## src/rtl/rtf_nimplus_pkg.sv

```systemverilog
// Shared types and constants for the RTF_NIMPlus host register path.
// Burst-length normalisation lives here so request decode stays readable.
package rtf_nimplus_pkg;

    typedef logic [63:0] reg_word_t;

    localparam int        RD_FLAG_BIT = 31;
    localparam reg_word_t BAD_WORD    = 64'hBAD0_BAD0_BAD0_BAD0;
    localparam int        MAX_BURST   = 16;

    typedef enum logic {
        IDLE,
        READ
    } rd_state_t;

    // A zero length field means one word; anything above MAX_BURST is clipped.
    function automatic logic [4:0] burst_len(input logic [4:0] req);
        if (req == 5'd0)
            return 5'd1;
        if (req > 5'(MAX_BURST))
            return 5'(MAX_BURST);
        return req;
    endfunction

endpackage

```

## src/rtl/eth_tx_fifo.sv

```systemverilog
// Synchronous show-ahead FIFO: dout presents the head word straight from storage.
// A push while full is taken only when a pop frees a slot in the same cycle.
module eth_tx_fifo #(
    parameter int WIDTH = 64,
    parameter int DEPTH = 32
) (
    input  logic             clk,
    input  logic             rst_n,
    input  logic             push,
    input  logic             pop,
    input  logic [WIDTH-1:0] din,
    output logic [WIDTH-1:0] dout,
    output logic             full,
    output logic             empty
);

    localparam int PW = $clog2(DEPTH);
    localparam int CW = PW + 1;

    logic [WIDTH-1:0] mem [DEPTH];
    logic [PW-1:0]    wr_ptr;
    logic [PW-1:0]    rd_ptr;
    logic [CW-1:0]    count;
    logic             do_push;
    logic             do_pop;

    assign empty   = (count == '0);
    assign full    = (count == CW'(DEPTH));
    assign do_pop  = pop && !empty;
    assign do_push = push && (!full || do_pop);

    // Storage needs no reset: the head is masked whenever the FIFO is empty.
    always_ff @(posedge clk) begin
        if (do_push)
            mem[wr_ptr] <= din;
    end

    always_ff @(posedge clk or negedge rst_n) begin
        if (!rst_n) begin
            wr_ptr <= '0;
            rd_ptr <= '0;
            count  <= '0;
        end else begin
            if (do_push)
                wr_ptr <= wr_ptr + 1'b1;
            if (do_pop)
                rd_ptr <= rd_ptr + 1'b1;
            case ({do_push, do_pop})
                2'b10:   count <= count + 1'b1;
                2'b01:   count <= count - 1'b1;
                default: count <= count;
            endcase
        end
    end

    assign dout = empty ? '0 : mem[rd_ptr];

endmodule

```

## src/rtl/eth_reg_responder.sv

```systemverilog
// Host-link register responder: write beats update a 64-bit register bank, read
// requests stream a burst of register words into the show-ahead TX FIFO.
module eth_reg_responder
    import rtf_nimplus_pkg::*;
#(
    parameter int NREGS      = 16,
    parameter int ADDR_BITS  = 8,
    parameter int FIFO_DEPTH = 32
) (
    input  logic               MASTER_CLK,
    input  logic               reset_n,
    input  logic               rx_wren,
    input  logic [31:0]        rx_addr,
    input  logic [63:0]        rx_data,
    input  logic               tx_rden,
    output logic [63:0]        tx_data,
    output logic               tx_empty,
    output logic               user_ready,
    output logic [NREGS*64-1:0] reg_q,
    output logic [NREGS-1:0]   wr_strobe,
    output logic [15:0]        err_cnt
);

    localparam int RIDX_W = $clog2(NREGS);

    reg_word_t             regs [NREGS];
    rd_state_t             state;
    rd_state_t             state_next;
    logic [ADDR_BITS-1:0]  cur_idx;
    logic [ADDR_BITS-1:0]  cur_idx_next;
    logic [4:0]            remaining;
    logic [4:0]            remaining_next;

    logic [ADDR_BITS-1:0]  wr_idx;
    logic                  wr_in_range;
    logic                  wr_ok;
    logic                  wr_bad;
    logic                  rd_req;
    logic                  rd_drop;
    logic [NREGS-1:0]      wr_onehot;

    logic                  rd_in_range;
    reg_word_t             rd_word;
    logic                  fifo_push;
    logic                  fifo_full;
    logic                  fifo_empty;
    logic                  err_any;
    logic                  unused_addr;

    assign unused_addr = ^rx_addr[30:ADDR_BITS];

    assign wr_idx      = rx_addr[ADDR_BITS-1:0];
    assign wr_in_range = (32'(wr_idx) < 32'(NREGS));
    assign wr_ok       = rx_wren && !rx_addr[RD_FLAG_BIT] && wr_in_range;
    assign wr_bad      = rx_wren && !rx_addr[RD_FLAG_BIT] && !wr_in_range;
    assign rd_req      = rx_wren && rx_addr[RD_FLAG_BIT];

    always_comb begin
        wr_onehot = '0;
        wr_onehot[wr_idx[RIDX_W-1:0]] = wr_ok;
    end

    // Readback samples the bank before this edge's write lands, so a same-cycle
    // write to the word being pushed yields the old value.
    assign rd_in_range = (32'(cur_idx) < 32'(NREGS));
    assign rd_word     = rd_in_range ? regs[cur_idx[RIDX_W-1:0]] : BAD_WORD;

    always_ff @(posedge MASTER_CLK or negedge reset_n) begin
        if (!reset_n) begin
            for (int unsigned i = 0; i < NREGS; i++)
                regs[i] <= '0;
            wr_strobe <= '0;
        end else begin
            wr_strobe <= wr_onehot;
            if (wr_ok)
                regs[wr_idx[RIDX_W-1:0]] <= rx_data;
        end
    end

    always_comb begin
        for (int unsigned i = 0; i < NREGS; i++)
            reg_q[64*i +: 64] = regs[i];
    end

    always_ff @(posedge MASTER_CLK or negedge reset_n) begin
        if (!reset_n) begin
            state     <= IDLE;
            cur_idx   <= '0;
            remaining <= '0;
        end else begin
            state     <= state_next;
            cur_idx   <= cur_idx_next;
            remaining <= remaining_next;
        end
    end

    // A full FIFO still accepts a push when the interface pops in the same cycle.
    always_comb begin
        state_next     = state;
        cur_idx_next   = cur_idx;
        remaining_next = remaining;
        fifo_push      = 1'b0;
        rd_drop        = 1'b0;
        case (state)
            IDLE: begin
                if (rd_req) begin
                    cur_idx_next   = rx_addr[ADDR_BITS-1:0];
                    remaining_next = burst_len(rx_data[4:0]);
                    state_next     = READ;
                end
            end
            READ: begin
                rd_drop = rd_req;
                if (!fifo_full || tx_rden) begin
                    fifo_push      = 1'b1;
                    cur_idx_next   = cur_idx + 1'b1;
                    remaining_next = remaining - 5'd1;
                    if (remaining == 5'd1)
                        state_next = IDLE;
                end
            end
            default: state_next = IDLE;
        endcase
    end

    eth_tx_fifo #(
        .WIDTH (64),
        .DEPTH (FIFO_DEPTH)
    ) u_tx_fifo (
        .clk   (MASTER_CLK),
        .rst_n (reset_n),
        .push  (fifo_push),
        .pop   (tx_rden),
        .din   (rd_word),
        .dout  (tx_data),
        .full  (fifo_full),
        .empty (fifo_empty)
    );

    assign tx_empty   = fifo_empty;
    assign user_ready = (state == IDLE);

    // Several error sources in one cycle still count once.
    assign err_any = wr_bad || rd_drop || (tx_rden && fifo_empty);

    always_ff @(posedge MASTER_CLK or negedge reset_n) begin
        if (!reset_n)
            err_cnt <= '0;
        else if (err_any && (err_cnt != '1))
            err_cnt <= err_cnt + 16'd1;
    end

endmodule

```

## config.mk

```make
export PLATFORM = sky130hd
export DESIGN_NAME = eth_reg_responder
export DESIGN_NICKNAME = d
export VERILOG_FILES = /design/src/rtl/rtf_nimplus_pkg.sv /design/src/rtl/eth_tx_fifo.sv /design/src/rtl/eth_reg_responder.sv
export SDC_FILE = /design/constraint.sdc
export NUM_CORES = 2
export LEC_CHECK = 0
export BUFFER_PORTS_ARGS = -buffer_cell sky130_fd_sc_hd__buf_2
export CORE_ASPECT_RATIO = 1.5
export CORE_MARGIN = 2
export CORE_UTILIZATION = 25
export CTS_CLUSTER_DIAMETER = 40
export DETAILED_ROUTE_END_ITERATION = 7
export GPL_TIMING_DRIVEN = 0
export PLACE_DENSITY = 0.37
export RECOVER_POWER = 25
export SLEW_MARGIN = 0
export SYNTH_ARGS = -nofsm -noshare
export SYNTH_HDL_FRONTEND = slang
export SYNTH_SLANG_ARGS = --single-unit
```

## constraint.sdc

```tcl
create_clock -name MASTER_CLK -period 7.55 [get_ports MASTER_CLK]
set_clock_uncertainty 0.2 [all_clocks]
set_input_delay 1.1325 -clock MASTER_CLK [delete_from_list [all_inputs] [get_ports MASTER_CLK]]
set_output_delay 1.1325 -clock MASTER_CLK [all_outputs]
set_load 0.1 [all_outputs]
```

# Yosys cells after proc, flatten, opt, wreduce, memory -nomap -nowiden
# Memory sizes are Yosys's and may differ from the RTL's.
# Index checks and enable logic that the tools add are counted.
# word_totals
reg_bits	1086
ram_bits	2048
in_bits	100
output_inout_bits	1122
elab_cells	110
n_memories	1
# op_classes
add_sub_neg	7
magnitude_cmp	8
n_eq_ne	7
mux	37
bitwise	4
reduce_logical	22
# mem_list
name	words	width	read_ports	rd_clocked_by_memory_dff	wr	line_no	text
u_tx_fifo.mem	32	64	1	0	1	eth_tx_fifo.sv:20	logic [WIDTH-1:0] mem [DEPTH];
# op_table
operator	count
$bwmux 1024	1
$mux 64	5
$bmux 64 s4	1
$demux 64 s4	1
$mux 5	6
$add 16x1->16 const B	1
$and 16x16->16	1
$lt 8x5->1 const B	2
$mux 1	16
$mux 8	2
$ne 16x16->1 const B	1
$pmux 8 s2	1
$pmux 6 s2	1
$add 5x1->5 const B	2
$ge 5x5->1 const B	2
$logic_and 1x1->1	10
$not 4->5	2
$pmux 5 s2	1
$add 8x1->8 const B	1
$add 6x1->6 const B	1
$eq 6x6->1 const B	1
$logic_not 6->1	1
$sub 6x1->6 const B	1
$eq 5x1->1 const B	1
other kinds (16)	23

# Logic depth before layout (Yosys ltp)
# depth
ltp_word	11
mapped_depth	12
ltp_nobuf	10

# By module
# A second synthesis with hierarchy kept.
# unflattened
cells_unflattened	6460
hier_area_um2	126421.2
# modules_own_cells
module	n_inst	cells_per_inst	area_per_inst_um2	seq_area_each_um2
eth_tx_fifo	1	3458	78363.9	61899.4
eth_reg_responder	1	3002	48057.3	26775.7

# Worst setup path before layout
# OpenSTA, ideal clock, no wires.
# synth_path
path_type	register to output
from	register u_tx_fifo.rd_ptr[1]
to	output port tx_data[20]
t_arrival_ns	4.193
t_required_ns	6.218
slack_ns	2.024
stages_incl_launch_ff	10
n_path_buf	6
cell_sequence	dfrtp_1 -> buf_2 -> buf_2 -> buf_4 -> buf_2 -> buf_2 -> buf_2 -> mux4_2 -> mux2i_1 -> a221oi_1
# synth_via
elab_chain_cells	2
# synth_rtl
element	line_no	text
from (decl)	eth_tx_fifo.sv:22	logic [PW-1:0] rd_ptr;
from (signal assigned)	eth_tx_fifo.sv:47	rd_ptr <= rd_ptr + 1'b1;
$mem_v2 32x64	-	
$mux 64	eth_tx_fifo.sv:56	assign dout = empty ? '0 : mem[rd_ptr];
to (decl)	eth_reg_responder.sv:16	output logic [63:0] tx_data,
# Every way passes these cells.

# Final worst setup path
# layout_path
from	register u_tx_fifo.rd_ptr[0]
to	output port tx_data[4]
# The elaborated chain is that of the path after synthesis.

==> results.py <==
metrics = {
    "drt": {
        "wl_met3_mm": 45.5,
        "wl_met2_mm": 319,
        "wl_per_cell_um": 38.9,
        "ant_nets": 0,
        "vias_per_cell": 4.76,
        "drtIter0Drc": 5555,
        "drt_pass1_iterations": 5,
        "met1Wirelength_mm": 204,
        "drc_errors": 0,
        "vias": 73200,
        "totalWireLength_mm": 598,
        "highest_layer": "met5",
    },
    "synth": {
        "ys.flop_type": "edfxtp_1",
        "synth_async_sr_flop_share": 0.347,
        "syn_inst": 6391,
        "yosysSeqAreaShare": 0.697,
        "yosysTopAreaCell": "edfxtp_1",
        "synth_simple_gate_area_frac": 0.0179,
        "synth-edff-count": 2048,
        "synth.most_common_cell": "edfxtp_1",
        "yosys_warnings": 0,
        "synth_common_cells": "edfxtp_1, dfrtp_1, mux4_2, mux2_2, mux2_1",
        "synthesis.area_um2": 127000,
        "synth_seq_cells": 3134,
        "synth_top_family_by_area": "multiplexers",
        "synthAdderAreaFrac": 0.00118,
        "synth.area.mux_share": 0.248,
        "synth_compound_area_frac": 0.0151,
        "yosys.area.top_type_share": 0.483,
        "synth_cell_types": 55,
        "syn_avg_cell_area_um2": 19.9,
        "syn-num-nets": 6503,
        "synthTopCellsByArea": "edfxtp_1, dfrtp_1, mux4_2",
        "synth_xor_area_frac": 0.00200,
    },
    "placement": {
        "post-place-ws_ns": 0.639,
        "dpl-instance-area_um2": 145000,
        "place_inst": 14500,
        "portBuffers": 1196,
        "gp_congestion": 0.882,
        "dp_hpwl_mm": 462,
    },
    "grt": {
        "grt_max_degree": 160,
        "track_usage": 0.228,
        "grt_pass1_vias": 78000,
        "grt-ovfl-total": 0,
        "antenna_found_initial": 66,
        "grt_pass1_wl_mm": 783,
    },
    "critical_path": {
        "critPathRequiredTime_ns": 6.22,
        "start_kind": "register",
        "crit_path_end_kind": "output pin",
        "worst-setup-path-type": "reg2out",
        "path_max_fanout": 10,
        "cp_data_arrival_time_ns": 5.96,
    },
    "power": {
        "ir_drop_mv": 0.296,
        "powerDensity_nw_per_um2": 385,
        "power_w": 0.0615,
        "leakage_nw": 59.2,
    },
    "layout": {
        "drive_above_1_share": 0.396,
        "fillers": 50200,
        "areaGrowthSynthToFinish_pct": 25.3,
        "stdcell_area_um2": 160000,
        "instances_no_fill": 15400,
        "nNetsFinal": 8281,
    },
    "timing": {
        "fmax_mhz": 137,
        "worst_slew_pin_slew_ns": 4.18,
        "slew_headroom": -1.79,
        "fin_tns_setup_ns": 0,
        "rsz0062_at_grt": "false",
        "fin_ws_ns": 0.258,
        "period_share": 0.966,
        "hold_viol": 0,
        "setup_viol": 0,
        "period_needed_ns": 7.29,
        "finalMaxSlewViolations": 322,
    },
    "die": {
        "fp.dieH_um": 878,
        "dieArea_um2": 515000,
        "core_area_um2": 508000,
        "die_w_um": 587,
        "io_pins": 1222,
        "initial_utilization": 0.250,
        "rows": 321,
    },
    "status": {
        "status": "complete, but fails checks",
        "violations": "capacitance limit, slew limit",
    },
    "clocking": {
        "clk_pin_slew_ns": 0.06,
        "clock_sink_count": 3134,
        "clk_path_buf_depth": 4,
        "insertion_delay_ns": 1.04,
        "cts_root_buf": "clkbuf_16",
        "cts_made_buffers": 449,
        "cts_tree": "yes",
        "htreeDepth": 5,
    },
    "worst_hold_path": {
        "hold_path.class": "in2reg",
    },
    "run": {
        "max_cap_viol_count": 17,
    },
}
==> cell type report <==
class,instances,area (um^2),share of cell area
Timing Repair Buffer,1327,8240,0.0517
Clock buffer,542,11900,0.0748
Multi-Input combinational cell,2771,36600,0.229
Inverter,21,78.8,0.000494
Clock inverter,292,3460,0.0217
Tap cell,6783,8490,0.0532
Buffer,465,1940,0.0122
Sequential cell,3134,88700,0.556
Antenna cell,41,103,0.000643
==> metal layers <==
layer | up-vias | global-route usage
met3 | 751 | 0.0704
met1 | 40500 | 0.235
met2 | 2531 | 0.423
met4 | 6 | 0.0920
met5 | - | 0
li1 | 29500 | -
==> through the flow <==
step | util | hold slack, ns
3_5_place_dp | 0.285 | 0.285
4_1_cts | 0.315 | 0.148
6_report | 0.314 | 0.246
2_1_floorplan | - | 0.283
3_3_place_gp | 0.279 | 0.288
5_1_grt | 0.314 | 0.201
==> logic make-up (layout without fill, tap and decap cells) <==
logic type	Yosys count	in the layout
other	0	41
xor gates and xnor gates	29	29
and+or+nand+nor	435	435
adders and majority gates	12	12
AOI/OAI and AO/OA	278	278
buffers and inverters	486	2647
muxes	2017	2017
DFF	3134	3134
==> final timing paths <==
check                                        end           startpoint  cells after the start  slack [ns]
setup / recovery                      tx_data[4]  u_tx_fifo.rd_ptr[0]                     11        0.26
hold / removal                        reg_q[238]          rx_data[46]                      2        0.25
setup reg to reg           u_tx_fifo.mem[30][54]           cur_idx[0]                      6        1.16
hold reg to reg                       err_cnt[4]           err_cnt[4]                      1        0.30
max in group asynchronous            reg_q[1011]              reset_n                      8        1.82
min in group asynchronous             err_cnt[0]              reset_n                      2        0.50
==> critical path, stage by stage (launching register included) <==
cell     delay, ns
dfrtp_1       0.34
buf_2         0.34
buf_2         0.40
buf_2         0.47
buf_2         0.55
buf_2         0.50
buf_2         0.56
mux2i_1       0.15
nand2_1       0.08
o21ai_0       0.19
nor3_2        0.73
buf_2         0.56
==> power breakdown <==
part           switching, W  internal [W]  total, W
Clock               0.00855        0.0132    0.0217
Combinational        0.0143       0.00541    0.0198
Sequential         0.000401        0.0196    0.0200
==> cell usage in the layout, fill, tap and decap left out, types with 32 or more instances in the layout <==
master and n:
a221oi_1 60, buf_12 107, buf_2 915, bufinv_16 53, clkbuf_1 752, clkbuf_16 451
clkbuf_2 32, clkinv_1 34, clkinv_2 63, clkinv_4 32, clkinvlp_4 46, dfrtp_1 1086
diode_2 41, edfxtp_1 2048, inv_6 37, mux2_1 411, mux2_2 675, mux2i_1 130
mux4_2 801, nand2_1 100, nand2b_1 58, nand3_1 55, nor2_4 32, nor2b_1 37
o211ai_1 34, o21ai_0 79, o22a_1 33, o22ai_1 37
==> flip-flops by register name, indices dropped and copies added, names as in the netlist <==
name              cells
u_tx_fifo.wr_ptr      5
remaining             5
u_tx_fifo.rd_ptr      5
u_tx_fifo.count       6
state                 1
err_cnt              16
wr_strobe            16
cur_idx               8
u_tx_fifo.mem      2048
reg_q              1024
==> what timing repair did <==
item / CTS / global route
buffers inserted: 0 / 0
gates resized for setup: 29 / 0
hold buffers: 1 / 0
endpoints found under the hold margin: 87 / 0
endpoints found under the setup margin: 41 / 0
Note: power is estimated with default switching activity, not from simulation.
